$ cat src/rtl/fpu_wb_queue_if.sv
// Regfile package and the FP issue/result/writeback bus used by fpu_wb_queue.
// reg_pkg is kept here so the interface and the queue share one definition.
package reg_pkg;
    localparam int NUM_PHYS_REGS = 64;
    localparam int WORD_SIZE     = 32;
    localparam int TAG_W         = $clog2(NUM_PHYS_REGS);

    typedef struct packed {
        logic [TAG_W-1:0]     index_in;
        logic [WORD_SIZE-1:0] data_in;
        logic                 en;
    } RegFileWritePort;
endpackage

interface fpu_wb_queue_if #(
    parameter int TAG_W = reg_pkg::TAG_W
);
    // Issue side (decoder -> queue)
    logic                          issue_valid_in;
    logic                          issue_is_mul_in;
    logic [TAG_W-1:0]              issue_dest_in;
    logic                          add_ready_out;
    logic                          mul_ready_out;
    // Result side (FPU -> queue)
    logic [reg_pkg::WORD_SIZE-1:0] fpu_result_in;
    logic                          fpu_valid_in;
    // Writeback side (queue <-> regfile arbiter)
    logic                          wb_grant_in;
    reg_pkg::RegFileWritePort      reg_pkt_out;

    modport master (
        output issue_valid_in, issue_is_mul_in, issue_dest_in,
        output fpu_result_in, fpu_valid_in, wb_grant_in,
        input  add_ready_out, mul_ready_out, reg_pkt_out
    );

    modport slave (
        input  issue_valid_in, issue_is_mul_in, issue_dest_in,
        input  fpu_result_in, fpu_valid_in, wb_grant_in,
        output add_ready_out, mul_ready_out, reg_pkt_out
    );
endinterface

$ cat src/rtl/fpu_wb_queue.sv
// Tags returning FPU results with their physical destination, buffers them and drains them to the regfile.
// Optional feature macro: FPWB_BYPASS_EN (empty-FIFO capture is written through in the same cycle).
module fpu_wb_queue
    import reg_pkg::*;
#(
    parameter int DEPTH           = 4,
    parameter int FP_MULT_LATENCY = 13,
    parameter int FP_ADD_LATENCY  = 1,
    parameter int TAG_W           = $clog2(NUM_PHYS_REGS)
) (
    input  logic                       clk_in,
    input  logic                       rst_N_in,
    input  logic                       flush_in,
    fpu_wb_queue_if.slave              bus,
    output logic [$clog2(DEPTH+1)-1:0] occupancy_out,
    output logic                       err_out
);

    localparam int SLOTS = FP_MULT_LATENCY;
    localparam int OCC_W = $clog2(DEPTH + 1);
    localparam int PTR_W = $clog2(DEPTH);
    localparam int TOT_W = $clog2(FP_MULT_LATENCY + DEPTH + 1);

    typedef struct packed {
        logic [TAG_W-1:0]     dest;
        logic [WORD_SIZE-1:0] data;
    } entry_t;

    // Slot tracker: slot 0 holds the op whose result is due this cycle.
    logic [SLOTS-1:0] slot_v;
    logic [TAG_W-1:0] slot_dest [SLOTS];

    entry_t           mem [DEPTH];
    logic [PTR_W-1:0] wr_ptr;
    logic [PTR_W-1:0] rd_ptr;

    logic [TOT_W-1:0] inflight;
    logic [TOT_W-1:0] total_after_pop;
    logic             fifo_nonempty;
    logic             pop;
    logic             credit_ok;
    logic             add_ready;
    logic             mul_ready;
    logic             issue_ok;
    logic             capture;
    logic             miss;
    logic             push;
    logic             bypass;

    // NOTE: every variable assigned in an always_comb block gets a default
    // first, so no path leaves it holding its old value (no inferred latch).
    always_comb begin
        inflight = '0;
        for (int i = 0; i < SLOTS; i++) begin
            inflight = inflight + TOT_W'(slot_v[i]);
        end
    end

    // Credit covers both in-flight ops and buffered entries, so a capture
    // can never find the FIFO full.
    always_comb begin
        fifo_nonempty   = (occupancy_out != '0);
        pop             = fifo_nonempty && bus.wb_grant_in;
        total_after_pop = inflight + TOT_W'(occupancy_out) - TOT_W'(pop);
        credit_ok       = (total_after_pop < TOT_W'(DEPTH));
        mul_ready       = credit_ok;
        add_ready       = credit_ok && !slot_v[FP_ADD_LATENCY];
        issue_ok        = bus.issue_valid_in && !flush_in &&
                          (bus.issue_is_mul_in ? mul_ready : add_ready);
        capture         = slot_v[0] && bus.fpu_valid_in && !flush_in;
        miss            = slot_v[0] && !bus.fpu_valid_in;
    end

    assign bus.add_ready_out = add_ready;
    assign bus.mul_ready_out = mul_ready;

`ifdef FPWB_BYPASS_EN
    assign bypass = capture && !fifo_nonempty;
    assign push   = capture && !(bypass && bus.wb_grant_in);
`else
    assign bypass = 1'b0;
    assign push   = capture;
`endif

    // Head is masked while empty so the port reads all-zero after reset.
    always_comb begin
        bus.reg_pkt_out = '0;
        if (fifo_nonempty) begin
            bus.reg_pkt_out.index_in = mem[rd_ptr].dest;
            bus.reg_pkt_out.data_in  = mem[rd_ptr].data;
            bus.reg_pkt_out.en       = 1'b1;
        end else if (bypass) begin
            bus.reg_pkt_out.index_in = slot_dest[0];
            bus.reg_pkt_out.data_in  = bus.fpu_result_in;
            bus.reg_pkt_out.en       = 1'b1;
        end
    end

    // NOTE: sequential state is updated with non-blocking assignments only,
    // so the shift reads every slot's pre-edge value regardless of loop order.
    always_ff @(posedge clk_in or negedge rst_N_in) begin
        if (!rst_N_in) begin
            slot_v <= '0;
            for (int i = 0; i < SLOTS; i++) begin
                slot_dest[i] <= '0;
            end
        end else if (flush_in) begin
            slot_v <= '0;
        end else begin
            slot_v <= {1'b0, slot_v[SLOTS-1:1]};
            for (int i = 0; i < SLOTS - 1; i++) begin
                slot_dest[i] <= slot_dest[i+1];
            end
            // A new issue lands after the shift, so it wins its slot.
            if (issue_ok) begin
                if (bus.issue_is_mul_in) begin
                    slot_v[FP_MULT_LATENCY-1]    <= 1'b1;
                    slot_dest[FP_MULT_LATENCY-1] <= bus.issue_dest_in;
                end else begin
                    slot_v[FP_ADD_LATENCY-1]    <= 1'b1;
                    slot_dest[FP_ADD_LATENCY-1] <= bus.issue_dest_in;
                end
            end
        end
    end

    always_ff @(posedge clk_in or negedge rst_N_in) begin
        if (!rst_N_in) begin
            err_out <= 1'b0;
        end else if (flush_in) begin
            err_out <= 1'b0;
        end else if (miss) begin
            err_out <= 1'b1;
        end
    end

    always_ff @(posedge clk_in or negedge rst_N_in) begin
        if (!rst_N_in) begin
            wr_ptr        <= '0;
            rd_ptr        <= '0;
            occupancy_out <= '0;
        end else if (flush_in) begin
            wr_ptr        <= '0;
            rd_ptr        <= '0;
            occupancy_out <= '0;
        end else begin
            if (push) begin
                wr_ptr <= wr_ptr + PTR_W'(1);
            end
            if (pop) begin
                rd_ptr <= rd_ptr + PTR_W'(1);
            end
            case ({push, pop})
                2'b10:   occupancy_out <= occupancy_out + OCC_W'(1);
                2'b01:   occupancy_out <= occupancy_out - OCC_W'(1);
                default: occupancy_out <= occupancy_out;
            endcase
        end
    end

    // NOTE: the result storage has no reset; stale entries are never visible
    // because the read side is gated by occupancy_out.
    always_ff @(posedge clk_in) begin
        if (push) begin
            mem[wr_ptr] <= '{dest: slot_dest[0], data: bus.fpu_result_in};
        end
    end

    a_no_overflow: assert property (@(posedge clk_in) disable iff (!rst_N_in)
        !(push && !pop && occupancy_out == OCC_W'(DEPTH)));

    a_no_underflow: assert property (@(posedge clk_in) disable iff (!rst_N_in)
        !(pop && occupancy_out == '0));

endmodule

$ cat src/flat_wrapper.sv
// flat-port wrapper written by rule: the top's interface ports become plain ports
module fpu_wb_queue_flat import reg_pkg::*;
#(
    parameter int DEPTH           = 4,
    parameter int FP_MULT_LATENCY = 13,
    parameter int FP_ADD_LATENCY  = 1,
    parameter int TAG_W           = $clog2(NUM_PHYS_REGS)
)
  (clk_in, rst_N_in, flush_in, occupancy_out, err_out, bus_issue_valid_in, bus_issue_is_mul_in, bus_issue_dest_in, bus_fpu_result_in, bus_fpu_valid_in, bus_wb_grant_in, bus_add_ready_out, bus_mul_ready_out, bus_reg_pkt_out);
  fpu_wb_queue_if #(.TAG_W(TAG_W)) bus_i ();
  input  logic clk_in;
  input  logic rst_N_in;
  input  logic flush_in;
  output logic [$clog2(DEPTH+1)-1:0] occupancy_out;
  output logic err_out;
  input wire logic [$bits(bus_i.issue_valid_in)-1:0] bus_issue_valid_in;
  input wire logic [$bits(bus_i.issue_is_mul_in)-1:0] bus_issue_is_mul_in;
  input wire logic [$bits(bus_i.issue_dest_in)-1:0] bus_issue_dest_in;
  input wire logic [$bits(bus_i.fpu_result_in)-1:0] bus_fpu_result_in;
  input wire logic [$bits(bus_i.fpu_valid_in)-1:0] bus_fpu_valid_in;
  input wire logic [$bits(bus_i.wb_grant_in)-1:0] bus_wb_grant_in;
  output wire logic [$bits(bus_i.add_ready_out)-1:0] bus_add_ready_out;
  output wire logic [$bits(bus_i.mul_ready_out)-1:0] bus_mul_ready_out;
  output wire logic [$bits(bus_i.reg_pkt_out)-1:0] bus_reg_pkt_out;
  assign bus_i.issue_valid_in = bus_issue_valid_in;
  assign bus_i.issue_is_mul_in = bus_issue_is_mul_in;
  assign bus_i.issue_dest_in = bus_issue_dest_in;
  assign bus_i.fpu_result_in = bus_fpu_result_in;
  assign bus_i.fpu_valid_in = bus_fpu_valid_in;
  assign bus_i.wb_grant_in = bus_wb_grant_in;
  assign bus_add_ready_out = bus_i.add_ready_out;
  assign bus_mul_ready_out = bus_i.mul_ready_out;
  assign bus_reg_pkt_out = bus_i.reg_pkt_out;
  fpu_wb_queue #(.DEPTH(DEPTH), .FP_MULT_LATENCY(FP_MULT_LATENCY), .FP_ADD_LATENCY(FP_ADD_LATENCY), .TAG_W(TAG_W)) u_core (.clk_in(clk_in), .rst_N_in(rst_N_in), .flush_in(flush_in), .bus(bus_i), .occupancy_out(occupancy_out), .err_out(err_out));
endmodule
$ cat config.mk
export PLATFORM = sky130hd
export DESIGN_NAME = fpu_wb_queue_flat
export DESIGN_NICKNAME = d
export VERILOG_FILES = /design/src/rtl/fpu_wb_queue_if.sv /design/src/rtl/fpu_wb_queue.sv /design/src/flat_wrapper.sv
export SDC_FILE = /design/constraint.sdc
export NUM_CORES = 1
export LEC_CHECK = 0
export BUFFER_PORTS_ARGS = -buffer_cell sky130_fd_sc_hd__buf_2
export CORE_MARGIN = 2
export CORE_UTILIZATION = 50
export CTS_BUF_LIST = sky130_fd_sc_hd__clkbuf_8
export CTS_CLUSTER_DIAMETER = 150
export CTS_CLUSTER_SIZE = 20
export DETAILED_ROUTE_END_ITERATION = 10
export PLACE_DENSITY = 0.68
export SETUP_SLACK_MARGIN = 0.05
export SYNTH_ARGS = -nofsm -noshare
export SYNTH_HDL_FRONTEND = slang
export SYNTH_SLANG_ARGS = --single-unit
$ cat constraint.sdc
create_clock -name clk_in -period 6 [get_ports clk_in]
set_input_delay 0.6 -clock clk_in [delete_from_list [all_inputs] [get_ports clk_in]]
set_output_delay 0.6 -clock clk_in [all_outputs]
set_load 0.03 [all_outputs]
# After elaboration in Yosys (flattened, before gate mapping)
# Memories as Yosys holds them, arrays and structs flattened.
# Cells that the tools add are included.
dict set report word_totals {
  register_bits 99
  memories 1
  wordCells 76
  inputBits 45
  ramBits 152
  output_inout_bits 45
}
dict set report classes {
  addsub 18
  order_cmp 1
  n_reduce_logical 16
  n_mux 19
  n_bitwise 1
  n_eq_ne 2
}
# memory words width rd rd_ports_with_merged_regs write_ports line
set mem_list {}
lappend mem_list {u_core.mem 4 38 1 0 1 fpu_wb_queue.sv:33} ;# entry_t mem [DEPTH];
# op n
set op_table {}
lappend op_table {{adder 5 x 1 -> 5 bit} 11}
lappend op_table {{2-to-1 mux 39 bit} 1}
lappend op_table {{2-to-1 mux 13 bit} 1}
lappend op_table {{2-to-1 mux 6 bit} 2}
lappend op_table {{2-to-1 mux 1 bit} 9}
lappend op_table {{2-to-1 mux 2 bit} 4}
lappend op_table {{logical AND 1 bit} 7}
lappend op_table {{case mux 3 bit (2 select lines)} 1}
lappend op_table {{nonzero test 2 bit} 3}
lappend op_table {{nonzero test 3 bit} 2}
lappend op_table {{adder 5 x 3 -> 5 bit} 1}
lappend op_table {{< comparator 5 x 3 -> 1 bit, second input constant} 1}
lappend op_table {{subtractor 5 x 1 -> 5 bit} 1}
lappend op_table {{adder 2 x 1 -> 2 bit, second input constant} 2}
lappend op_table {{adder 3 x 1 -> 3 bit, second input constant} 1}
lappend op_table {{logical NOT 1 bit} 3}
lappend op_table {{2-to-1 mux 3 bit} 1}
lappend op_table {{AND reduction 3 bit} 1}
lappend op_table {{subtractor 3 x 1 -> 3 bit, second input constant} 1}
lappend op_table {{adder 1 x 1 -> 2 bit} 1}
lappend op_table {{== test 2 x 1 -> 1 bit, second input constant} 1}
lappend op_table {{== test 2 bit, second input constant} 1}
lappend op_table {{inverter 1 bit} 1}

# Longest topological paths before layout
# Gate-level depths: netlist of the first run.
dict set report logic_depth {
  depth_word 20
  ltp_mapped 18
  mapped_depth_nobuf 17
}

# Least setup slack after synthesis of the first run
# Ideal clock, no wire load.
dict set report synth_path {
  path_kind {flip-flop to output port}
  start {reg u_core.occupancy_out[0]}
  end {out bus_add_ready_out}
  stages_incl_launch_ff 15
  n_path_buf 0
  required_time_ns 5.400
  arrival_time_ns 4.553
  path_slack_ns 0.847
  cell_sequence {dfrtp_1 -> or3_1 -> nand2_1 -> inv_1 -> ha_1 -> fa_1 -> fa_1 -> fa_1 -> inv_1 -> ha_1 -> a21o_1 -> a21oi_2 -> mux2i_1 -> and2_4 -> nor2b_1}
}
dict set report synth_via {
  elab_chain_cells 5
}
# item line
set synth_rtl {}
lappend synth_rtl {{from (decl)} fpu_wb_queue.sv:15} ;# output logic [$clog2(DEPTH+1)-1:0] occupancy_out,
lappend synth_rtl {{from (signal assigned)} fpu_wb_queue.sv:154} ;# 2'b10: occupancy_out <= occupancy_out + OCC_W'(1);
lappend synth_rtl {{from (signal assigned)} fpu_wb_queue.sv:155} ;# 2'b01: occupancy_out <= occupancy_out - OCC_W'(1);
lappend synth_rtl {{from (signal assigned)} fpu_wb_queue.sv:156} ;# default: occupancy_out <= occupancy_out;
lappend synth_rtl {{parallel branches: the longest is 2 deep, another holds adder 5 x 3 -> 5 bit} n/a}
lappend synth_rtl {{subtractor 5 x 1 -> 5 bit (*)} fpu_wb_queue.sv:64} ;# total_after_pop = inflight + TOT_W'(occupancy_out) - TOT_W'(pop);
lappend synth_rtl {{< comparator 5 x 3 -> 1 bit (*)} fpu_wb_queue.sv:65} ;# credit_ok = (total_after_pop < TOT_W'(DEPTH));
lappend synth_rtl {{named net bus_mul_ready_out} flat_wrapper.sv:23} ;# output wire logic [$bits(bus_i.mul_ready_out)-1:0] bus_mul_ready_out;
lappend synth_rtl {{logical AND 1 bit (*)} fpu_wb_queue.sv:67} ;# add_ready = credit_ok && !slot_v[FP_ADD_LATENCY];
lappend synth_rtl {{to (decl)} flat_wrapper.sv:22} ;# output wire logic [$bits(bus_i.add_ready_out)-1:0] bus_add_ready_out;
# Mark *: on every way through the listed nets, which the timed path passes.

# Worst setup path after layout of the first run
dict set report layout_path {
  start {reg u_core.occupancy_out[0]}
  end {out bus_add_ready_out}
}
dict set report layout_via {
  elab_chain_cells 5
}
# item line
set layout_rtl {}
lappend layout_rtl {{parallel branches: the longest is 2 deep, another holds adder 5 x 3 -> 5 bit} n/a}
lappend layout_rtl {{subtractor 5 x 1 -> 5 bit (*)} fpu_wb_queue.sv:64}
lappend layout_rtl {{< comparator 5 x 3 -> 1 bit (*)} fpu_wb_queue.sv:65}
lappend layout_rtl {{logical AND 1 bit (*)} fpu_wb_queue.sv:67}
# Every way passes the cells marked *.

==> impl_results.md, run 1 <==
* I/O Pins at 90
* Diode count at 0
* Routability cong. at 0.726
* Dpl cells at 891
* Post-Synthesis Cells at 559
* Core Region at 19600 um2
* Die Y at 146 um
* PD cells at 425 nW/um2
* Status: complete, no violations
* Max stage delay on crit path at 0.55 ns
* DIE WIDTH at 146 um
* Tcrit/Tclk final at 92.4%
* Adder-Cell Fraction of Synth Area at 3.72%
* Total GRT Usage at 15.8%
* Setup TNS at 0 ns
* Sinks on Clock Net at 251
* Main combinational cell family by area after synthesis: multiplexers
* Synth Area in Compound Gates at 0.836%
* Max-Cap Viols at 0
* DRT Wirelength at 16400 um
* First-pass GRT wire length at 27100 um
* Vias in the first global route at 5099
* RSZ-0062 raised after global routing: no
* Number of remaining DRC errors at 0
* CTS Buf Count at 16
* Hpwl dp at 10100 um
* Endpoints failing setup at 0
* Via density at 5.23
* Fraction of layout cells with a size suffix above 1 at 35.8%
* Final net count at 714
* Rows at 51
* Min Tclk post-route at 5.54 ns
* Syn Area/Cell at 17.9 um2
* Crit end category: primary output
* Worst slew margin at 29.9%
* Worst hold path class: in -> async
* Setup Skew at 0.0188 ns
* Fmax at 180 MHz
* Post-synthesis async set-or-reset flop share at 39.4%
* CTS Hold Bufs at 0
* Iteration-0 DRC Markers at 308
* # resized after CTS at 0
* Synth Area in XOR/XNOR at 0.611%
* Sequential share of the synthesized area at 70.2%
* Mapped cell area at 10000 um2
* Lkg Pwr at 0.00430 uW
* Initial antenna violation count at 0
* Number of synthesized flops with an enable pin at 152
* Worst-path clk slew at 0.12 ns
* Post-route ant nets at 0
* CP Launch Type: register
* CP arrival at 4.94 ns
* Worst slew pin tran at 1.05 ns
* Fin cells at 918
* Buffers on Ports at 89
* Post-CTS setup buffers at 0
* Critical Path RT at 5.40 ns
* Post-synthesis mux area share at 17.2%
* Clock Root Buffer: clkbuf_8
* Most used cell, CP: fa_1
* Routed via count at 4803
* Largest net degree at the start of global routing at 78
* Unique cell type count in the Yosys netlist at 36
* Drt pass-1 iters at 4
* Yosys reg bits at 251
* Final Slew Violations at 0
* Routed len/inst at 17.9 um
* CTS H-tree lvls at 1
* Starting density of the core at 51.2%
* Top FF cell, synth: edfxtp_1
* Die area at 21200 um2
* Hold Fails Final Rpt at 0
* Area growth syn-to-layout at 9.79%
* YS warnings at 0
* Max FO, Critical Path at 6
* Syn Nets at 629
* Post-Synth Simple-Gate Area at 4.98%
* CTS max path bufs at 3
* Setup CP Type: reg -> out
* Worst VDD drop at 0.478 mV
* Worst path slowest cell: fa_1
* TritonCTS clock tree: done
* Cell breakdown of the critical path: or3_1 -> nand2_1 -> inv_1 -> ha_1 -> fa_1 -> fa_1 -> fa_1 -> inv_1 -> ha_1 -> a21o_1 -> a21oi_2 -> mux2i_1 -> and2_4 -> nor2b_1 -> buf_2
* Clock Latency Late Sink at 0.52 ns
* Overflow after GRT at 0
-- final timing paths --
| kind | to | start | depth (start not counted) | slack [ns] |
|---|---|---|---|---|
| max | bus_add_ready_out | u_core.occupancy_out[0] | 15 | 0.46 |
| min | u_core.slot_dest[54] | rst_N_in | 1 | 0.08 |
| max reg2reg | u_core.slot_dest[77] | u_core.occupancy_out[0] | 15 | 0.97 |
| min reg2reg | u_core.slot_v[11] | u_core.slot_v[12] | 2 | 0.49 |
| max in group asynchronous | u_core.rd_ptr[0] | rst_N_in | 2 | 4.81 |
| min in group clk_in | u_core.mem[0][29] | bus_fpu_result_in[29] | 1 | 0.28 |
-- state kept, by name, summed over array words and instances, names as in the netlist --
| signal | count |
|---|---|
| u_core.wr_ptr | 2 |
| u_core.occupancy_out | 3 |
| u_core.slot_dest | 78 |
| u_core.slot_v | 13 |
| u_core.err_out | 1 |
| u_core.rd_ptr | 2 |
| u_core.mem | 152 |
-- kinds of logic after synthesis --
kind of cell,count (synthesis)
fa+ha+maj,25
compound gates,12
buf+inv,59
flops,251
simple gates,90
xor+xnor,7
mux,115
-- layer usage --
metal	routed length (um)	global-route usage, %	up-vias
li1	-	-	2201
met1	7310	22.3	2490
met2	8160	26.4	97
met3	731	2.66	15
met4	209	3.28	0
met5	0	0	-
-- layout make-up --
| type | instances | area (um2) |
|---|---|---|
| fill | 1559 | 8580 |
| sequential | 251 | 7040 |
| clock buffer | 17 | 234 |
| clock inverter | 10 | 45.0 |
| tap | 265 | 332 |
| inverter | 33 | 124 |
| timing repair buffer | 93 | 480 |
| multi-input combinational | 249 | 2750 |
-- stage by stage --
| step | worst slack (ns) | total power [uW] | area (um2) | utilization (%) | hold slack (ns) |
|---|---|---|---|---|---|
| 6_report | 0.459 | 4680 | 11000 | 56.2 | 0.0813 |
| 3_3_place_gp | 1.11 | 3900 | 10700 | 54.8 | 0.472 |
| 4_1_cts | 0.451 | 4740 | 11000 | 56.2 | 0.0768 |
| 3_5_place_dp | 1.01 | 3970 | 10700 | 54.8 | 0.474 |
| 5_1_grt | 0.207 | 4950 | 11000 | 56.2 | 0.106 |
| 2_1_floorplan | 0.847 | 3540 | 10000 | - | 0.304 |
-- synth_stat cells, types with 4 or more instances --
| cell | number | share of area (%) |
|---|---|---|
| dfrtp_1 | 99 | 25 |
| ha_1 | 17 | 2.1 |
| nor2_1 | 21 | 0.79 |
| o311ai_0 | 4 | 0.35 |
| inv_1 | 33 | 1.2 |
| mux4_2 | 38 | 8.5 |
| clkbuf_1 | 15 | 0.56 |
| mux2_2 | 74 | 8.3 |
| fa_1 | 8 | 1.6 |
| nand2_1 | 13 | 0.49 |
| xor2_1 | 4 | 0.35 |
| edfxtp_1 | 152 | 46 |
| buf_2 | 6 | 0.30 |
| and2_1 | 43 | 2.7 |
-- cell usage in the layout, fill, tap and decap left out, types with 3 or more instances in the layout --
master,count
a21oi_1,3
and2_1,39
and2_2,4
buf_2,87
buf_4,6
clkbuf_8,17
dfrtp_1,97
edfxtp_1,152
fa_1,8
ha_1,17
inv_1,42
mux2_2,74
mux4_2,38
nand2_1,13
nand3_1,3
nor2_1,21
o311ai_0,4
xnor2_1,3
xor2_1,4
-- report_power, final --
group / internal, uW / switching (uW)
Clock: 270 / 508
Combinational: 696 / 835
Sequential: 2160 / 215
-- worst max-delay path, delay by kind of cell, from the launching register on --
family / cells / cell delay [ns]
simple gates: 4 / 0.94
compound gates: 2 / 0.34
mux: 1 / 0.24
flops: 1 / 0.47
buf+inv: 3 / 0.35
fa+ha+maj: 5 / 2.07
No activity file was read; power rests on OpenSTA's default activity.
==> run 2, diff against run 1 <==
Settings changed: CELL_PAD_IN_SITES_DETAIL_PLACEMENT set to 0, CELL_PAD_IN_SITES_GLOBAL_PLACEMENT set to 1, PLACE_DENSITY 0.68 to 0.77.
==> run 2 against run 1 <==
Die area unchanged. Count of clock-buffer cells in the layout unchanged. Non-clock buffer count unchanged. Setup slack improved by 0.063 ns. Critical path depth unchanged. Clock power fell by 0.9%. Flip-flop and latch count unchanged. Sequential share of layout area stayed put. Via count fell by 1.5%. Critical endpoint unchanged. Highest routed layer unchanged.
==> impl_results.md, run 2 (same netlist as run 1, synthesis figures left out) <==
* Status: complete, no violations
* Regs by FF count: u_core.mem: 152 flops, u_core.slot_dest: 78 flops, u_core.slot_v: 13 flops
* Diode count at 0
* Commonest cells after routing, fill and taps aside: 152 x edfxtp_1, 97 x dfrtp_1, 87 x buf_2
* Final instance area at 11000 um2
* Initial antenna violation count at 0
* Via density at 5.15
* Core Region at 19600 um2
* Tcrit/Tclk final at 91.3%
* Largest net degree at the start of global routing at 61
* Power Internal at 3120 uW
* Hold Fails Final Rpt at 0
* Most used cell, CP: fa_1
* Vias in the first global route at 5026
* Post-route ant nets at 0
* Buffers on Ports at 89
* Reg power frac at 50.0%
* Drt pass-1 iters at 4
* Final Slew Violations at 0
* Final WS setup at 0.522 ns
* Sw frac at 32.8%
* Cell breakdown of the critical path: or3_1 -> nand2_1 -> inv_1 -> ha_1 -> fa_1 -> fa_1 -> fa_1 -> inv_1 -> ha_1 -> a21o_1 -> a21oi_2 -> mux2i_1 -> and2_4 -> nor2b_1 -> buf_2
* Worst VDD drop at 0.802 mV
* Max-Cap Viols at 0
* Hpwl dp at 9580 um
* Area growth syn-to-layout at 9.79%
* Min Tclk post-route at 5.48 ns
* Worst slew margin at 29.5%
* Fraction of layout cells with a size suffix above 1 at 35.8%
* CTS Hold Bufs at 0
* Clock Latency Late Sink at 0.52 ns
* Rows at 51
* Worst hold path class: in -> async
* DRT Wirelength at 15800 um
* P_sw at 1520 uW
* DIE WIDTH at 146 um
* Overflow after GRT at 0
* Clock power share at 16.6%
* Max stage delay on crit path at 0.54 ns
* CTS H-tree lvls at 1
* Routed via count at 4730
* Routed len/inst at 17.2 um
* Max FO, Critical Path at 6
* Die area at 21200 um2
* Routability cong. at 0.727
* CP arrival at 4.88 ns
* First-pass GRT wire length at 26300 um
* CTS Buf Count at 16
* Worst slew pin tran at 1.06 ns
* Largest Register: u_core.mem
* Clock Root Buffer: clkbuf_8
* Dpl ws at 0.996 ns
* CTS max path bufs at 3
* Starting density of the core at 51.2%
* Worst-path clk slew at 0.12 ns
* Critical Path RT at 5.40 ns
* Lkg Pwr at 0.00430 uW
* Post-place instance area at 10700 um2
* Dpl cells at 891
* CP Launch Type: register
* Gate power share at 33.4%
* Commonest non-fill, non-tap cell in the layout: edfxtp_1
* Die Y at 146 um
* Setup TNS at 0 ns
* PD cells at 421 nW/um2
* Final net count at 714
* Multi-input gate area at 2750 um2
* Total GRT Usage at 15.4%
* Crit end category: primary output
* Register Area at 7040 um2
* Worst path slowest cell: fa_1
* TritonCTS clock tree: done
* Endpoints failing setup at 0
* Fin cells at 918
* Iteration-0 DRC Markers at 251
* Fmax at 183 MHz
* R2R setup slack at 1.01 ns
* Setup Skew at 0.0297 ns
* RSZ-0062 raised after global routing: no
* Post-CTS setup buffers at 0
* I/O Pins at 90
* Setup CP Type: reg -> out
* Max reg flops at 152
* Number of remaining DRC errors at 0
* # resized after CTS at 0
* Sinks on Clock Net at 251
* Fill cell count at 1548
## run 2: cell counts in the layout (fill, tap and decap cells not counted)
Identical to the previous run, type by type.
## run 2: worst max-delay path: cells and delay by family (launching register included)
kind                     cells  cell delay [ns]
adder cells (fa/ha/maj)      5             2.05
AND/OR/NAND/NOR              4             0.97
AO/OA/AOI/OAI                2             0.35
flip-flops                   1             0.46
multiplexers                 1             0.23
buffers and inverters        3             0.34
## run 2: path summary, 6_finish.rpt
kind	start	end	cells after the start
max in group asynchronous	rst_N_in	u_core.rd_ptr[0]	2
worst max register to register	u_core.occupancy_out[0]	u_core.slot_dest[76]	15
worst min-delay path	rst_N_in	u_core.slot_dest[46]	1
worst max-delay path	u_core.occupancy_out[0]	bus_add_ready_out	15
min in group clk_in	bus_fpu_result_in[20]	u_core.mem[1][20]	1
worst min register to register	u_core.slot_v[8]	u_core.slot_v[7]	2
## run 2: per-stage QoR
step                      utilization, %  hold WS [ns]  total power [uW]
final                               56.2        0.0668              4640
after global routing                56.2        0.0768              4940
after CTS                           56.2        0.0545              4710
after detailed placement            54.8         0.482              3940
after global placement              54.8         0.464              3900
after floorplan                        -         0.304              3540
## run 2: power by group through the flow
stage / combinational, uW / sequential [uW] / clock [uW]
6_report: 1550 / 2320 / 771
5_1_grt: 1710 / 2370 / 863
4_1_cts: 1580 / 2330 / 797
3_5_place_dp: 1570 / 2370 / 0
3_3_place_gp: 1550 / 2350 / 0
2_1_floorplan: 1230 / 2310 / 0
## run 2: final cells by class
type                       count  share of cell area, %
sequential                   251                   64.0
multi-input combinational    249                   25.0
timing repair buffer          93                   4.36
inverter                      33                   1.12
clock buffer                  17                   2.12
clock inverter                10                  0.409
tap                          265                   3.01
## run 2: per-layer routing
metal | vias to the layer above | share of wire [%] | global-route usage, %
li1 | 2209 | - | -
met1 | 2418 | 47 | 22.0
met2 | 89 | 48 | 25.3
met3 | 14 | 3.9 | 2.92
met4 | 0 | 1.5 | 3.14
met5 | - | 0 | 0
==> run 3, diff against run 2 <==
Settings changed: CTS_CLUSTER_DIAMETER 150 to 50, GPL_TIMING_DRIVEN set to 0.
==> run 3 against run 2 <==
Fmax shrank 3.2%. Sequential power is essentially flat. Combinational power grew 3%. Critical path type unchanged. Power grew 11%. Clock power grew 60%. Via count grew 5.0%. Flip-flop and latch count is the same. Critical path depth is the same. Register-to-register slack lost 0.06 ns. Sequential share of layout area shrank 2.9 points. Non-clock buffer count grew 27. Final cell count grew 5.0%.
==> impl_results.md, run 3 (same netlist as run 1, synthesis figures left out) <==
* Setup TNS at 0 ns
* Worst slew margin at 56.0%
* Largest Register: u_core.mem
* Buffers on Ports at 88
* R2R setup slack at 0.95 ns
* DIE WIDTH at 146 um
* CTS H-tree lvls at 1
* Post-route ant nets at 0
* DRT Wirelength at 16400 um
* Final net count at 750
* Total GRT Usage at 16.0%
* Number of remaining DRC errors at 0
* Diode count at 0
* Clock Latency Late Sink at 0.55 ns
* Initial antenna violation count at 0
* I/O Pins at 90
* Hold Startpoint: bus_fpu_result_in[15]
* CP arrival at 5.06 ns
* Drt pass-1 iters at 4
* Overflow after GRT at 0
* Vias in the first global route at 5227
* Worst-path clk slew at 0.10 ns
* Status: complete, no violations
* Rows at 51
* Final hold slack at 0.258 ns
* First-pass GRT wire length at 27200 um
* Worst slew pin tran at 0.659 ns
* Lkg Pwr at 0.00452 uW
* Max reg flops at 152
* Hold path cells at 1
* Area growth syn-to-layout at 15.0%
* CTS max path bufs at 3
* RSZ-0062 raised after global routing: no
* Critical Path RT at 5.40 ns
* Setup CP Type: reg -> out
* Die area at 21200 um2
* Commonest cells after routing, fill and taps aside: 152 x edfxtp_1, 99 x dfrtp_1, 93 x buf_2
* CTS Buf Count at 25
* Starting density of the core at 51.2%
* Fmax at 177 MHz
* Max FO, Critical Path at 6
* R2R Path End: u_core.slot_dest[77]
* CP Launch Type: register
* R2r worst-path depth at 16
* Hold Fails Final Rpt at 0
* Regs by FF count: u_core.mem: 152 flops, u_core.slot_dest: 78 flops, u_core.slot_v: 13 flops
* Largest net degree at the start of global routing at 72
* Endpoints failing setup at 0
* Worst VDD drop at 0.899 mV
* Post-CTS setup buffers at 0
* Core Region at 19600 um2
* PD cells at 445 nW/um2
* Die Y at 146 um
* R2r startpoint: u_core.occupancy_out[0]
* Multi-input gate area at 2750 um2
* Via density at 5.15
* Fraction of layout cells with a size suffix above 1 at 38.2%
* Crit end category: primary output
* Setup Skew at 0.0207 ns
* Max-Cap Viols at 0
* Routed len/inst at 17.0 um
* Routability cong. at 0.703
* Final Slew Violations at 0
* Routed via count at 4966
* TritonCTS clock tree: done
* Commonest non-fill, non-tap cell in the layout: edfxtp_1
* Min Tclk post-route at 5.66 ns
* Fill cell count at 1528
* Sinks on Clock Net at 251
* Hold EP: u_core.mem[3][15]
* Register Area at 7040 um2
* Worst hold path class: in -> reg
* Tcrit/Tclk final at 94.3%
* Worst Setup SP: u_core.occupancy_out[0]
* Clock Root Buffer: clkbuf_8
* Iteration-0 DRC Markers at 276
* Hpwl dp at 11200 um
-- run 3: cell types whose count changed in the layout (fill, tap and decap cells not counted), sizes merged --
cell and change:
dlygate4sd3 +1, clkbuf +23, inv -1, bufinv +3, buf +11, clkinv +7
clkinvlp +2
-- run 3: power breakdown --
group	leakage (uW)	switching, uW	total (uW)	internal, uW
sequential	0.00261	146	2300	2160
combinational	0.00161	889	1600	715
clock	0.000304	655	1230	572
total	0.00452	1690	5130	3440
-- run 3: layout make-up --
class                      count  area share, %
sequential                   251           61.0
multi-input combinational    249           23.9
timing repair buffer          94           4.86
clock buffer                  25           2.98
tap                          265           2.87
clock inverter                21           2.29
inverter                      33           1.07
buffer                        26           1.01
-- run 3: metrics by stage --
step	cell area (um2)	worst slack (ns)	total power, uW	utilization [%]	instances
3_3_place_gp	10800	0.824	3930	55.1	912
4_1_cts	11500	0.198	5220	58.9	964
3_5_place_dp	10900	0.821	3980	55.7	917
5_1_grt	11500	0.0965	5450	58.9	964
2_1_floorplan	10000	0.847	3540	-	559
6_report	11500	0.341	5130	58.9	964
-- run 3: layer usage --
| layer | routed length [um] | share of wire, % | track usage [%] |
|---|---|---|---|
| met4 | 250 | 1.5 | 4.36 |
| met3 | 633 | 3.9 | 2.51 |
| met2 | 8160 | 50 | 26.9 |
| met5 | 0 | 0 | 0 |
| met1 | 7390 | 45 | 22.0 |
-- run 3: critical path: stages, from the launching register on --
cell	delay [ns]
dfrtp_1	0.46
or3_1	0.51
nand2_2	0.20
inv_1	0.09
ha_1	0.32
fa_1	0.50
fa_1	0.51
fa_1	0.50
inv_1	0.04
ha_1	0.26
a21o_1	0.19
a21oi_2	0.18
mux2i_1	0.23
and2_4	0.20
nor2b_1	0.12
buf_2	0.20
-- run 3: how the worst max path moves through the flow --
stage                         to  slack [ns]
2_1_floorplan  bus_add_ready_out        0.85
3_3_place_gp   bus_add_ready_out        0.82
3_5_place_dp   bus_add_ready_out        0.82
4_1_cts        bus_add_ready_out        0.20
5_1_grt        bus_add_ready_out         0.1
6_report       bus_add_ready_out        0.34
-- run 3: repair_timing --
| item | in CTS | in global routing |
|---|---|---|
| hold endpoints to repair | 28 | 0 |
| setup endpoints to repair | 0 | 1 |
| gates resized for setup | 0 | 1 |
| hold buffers | 1 | 0 |
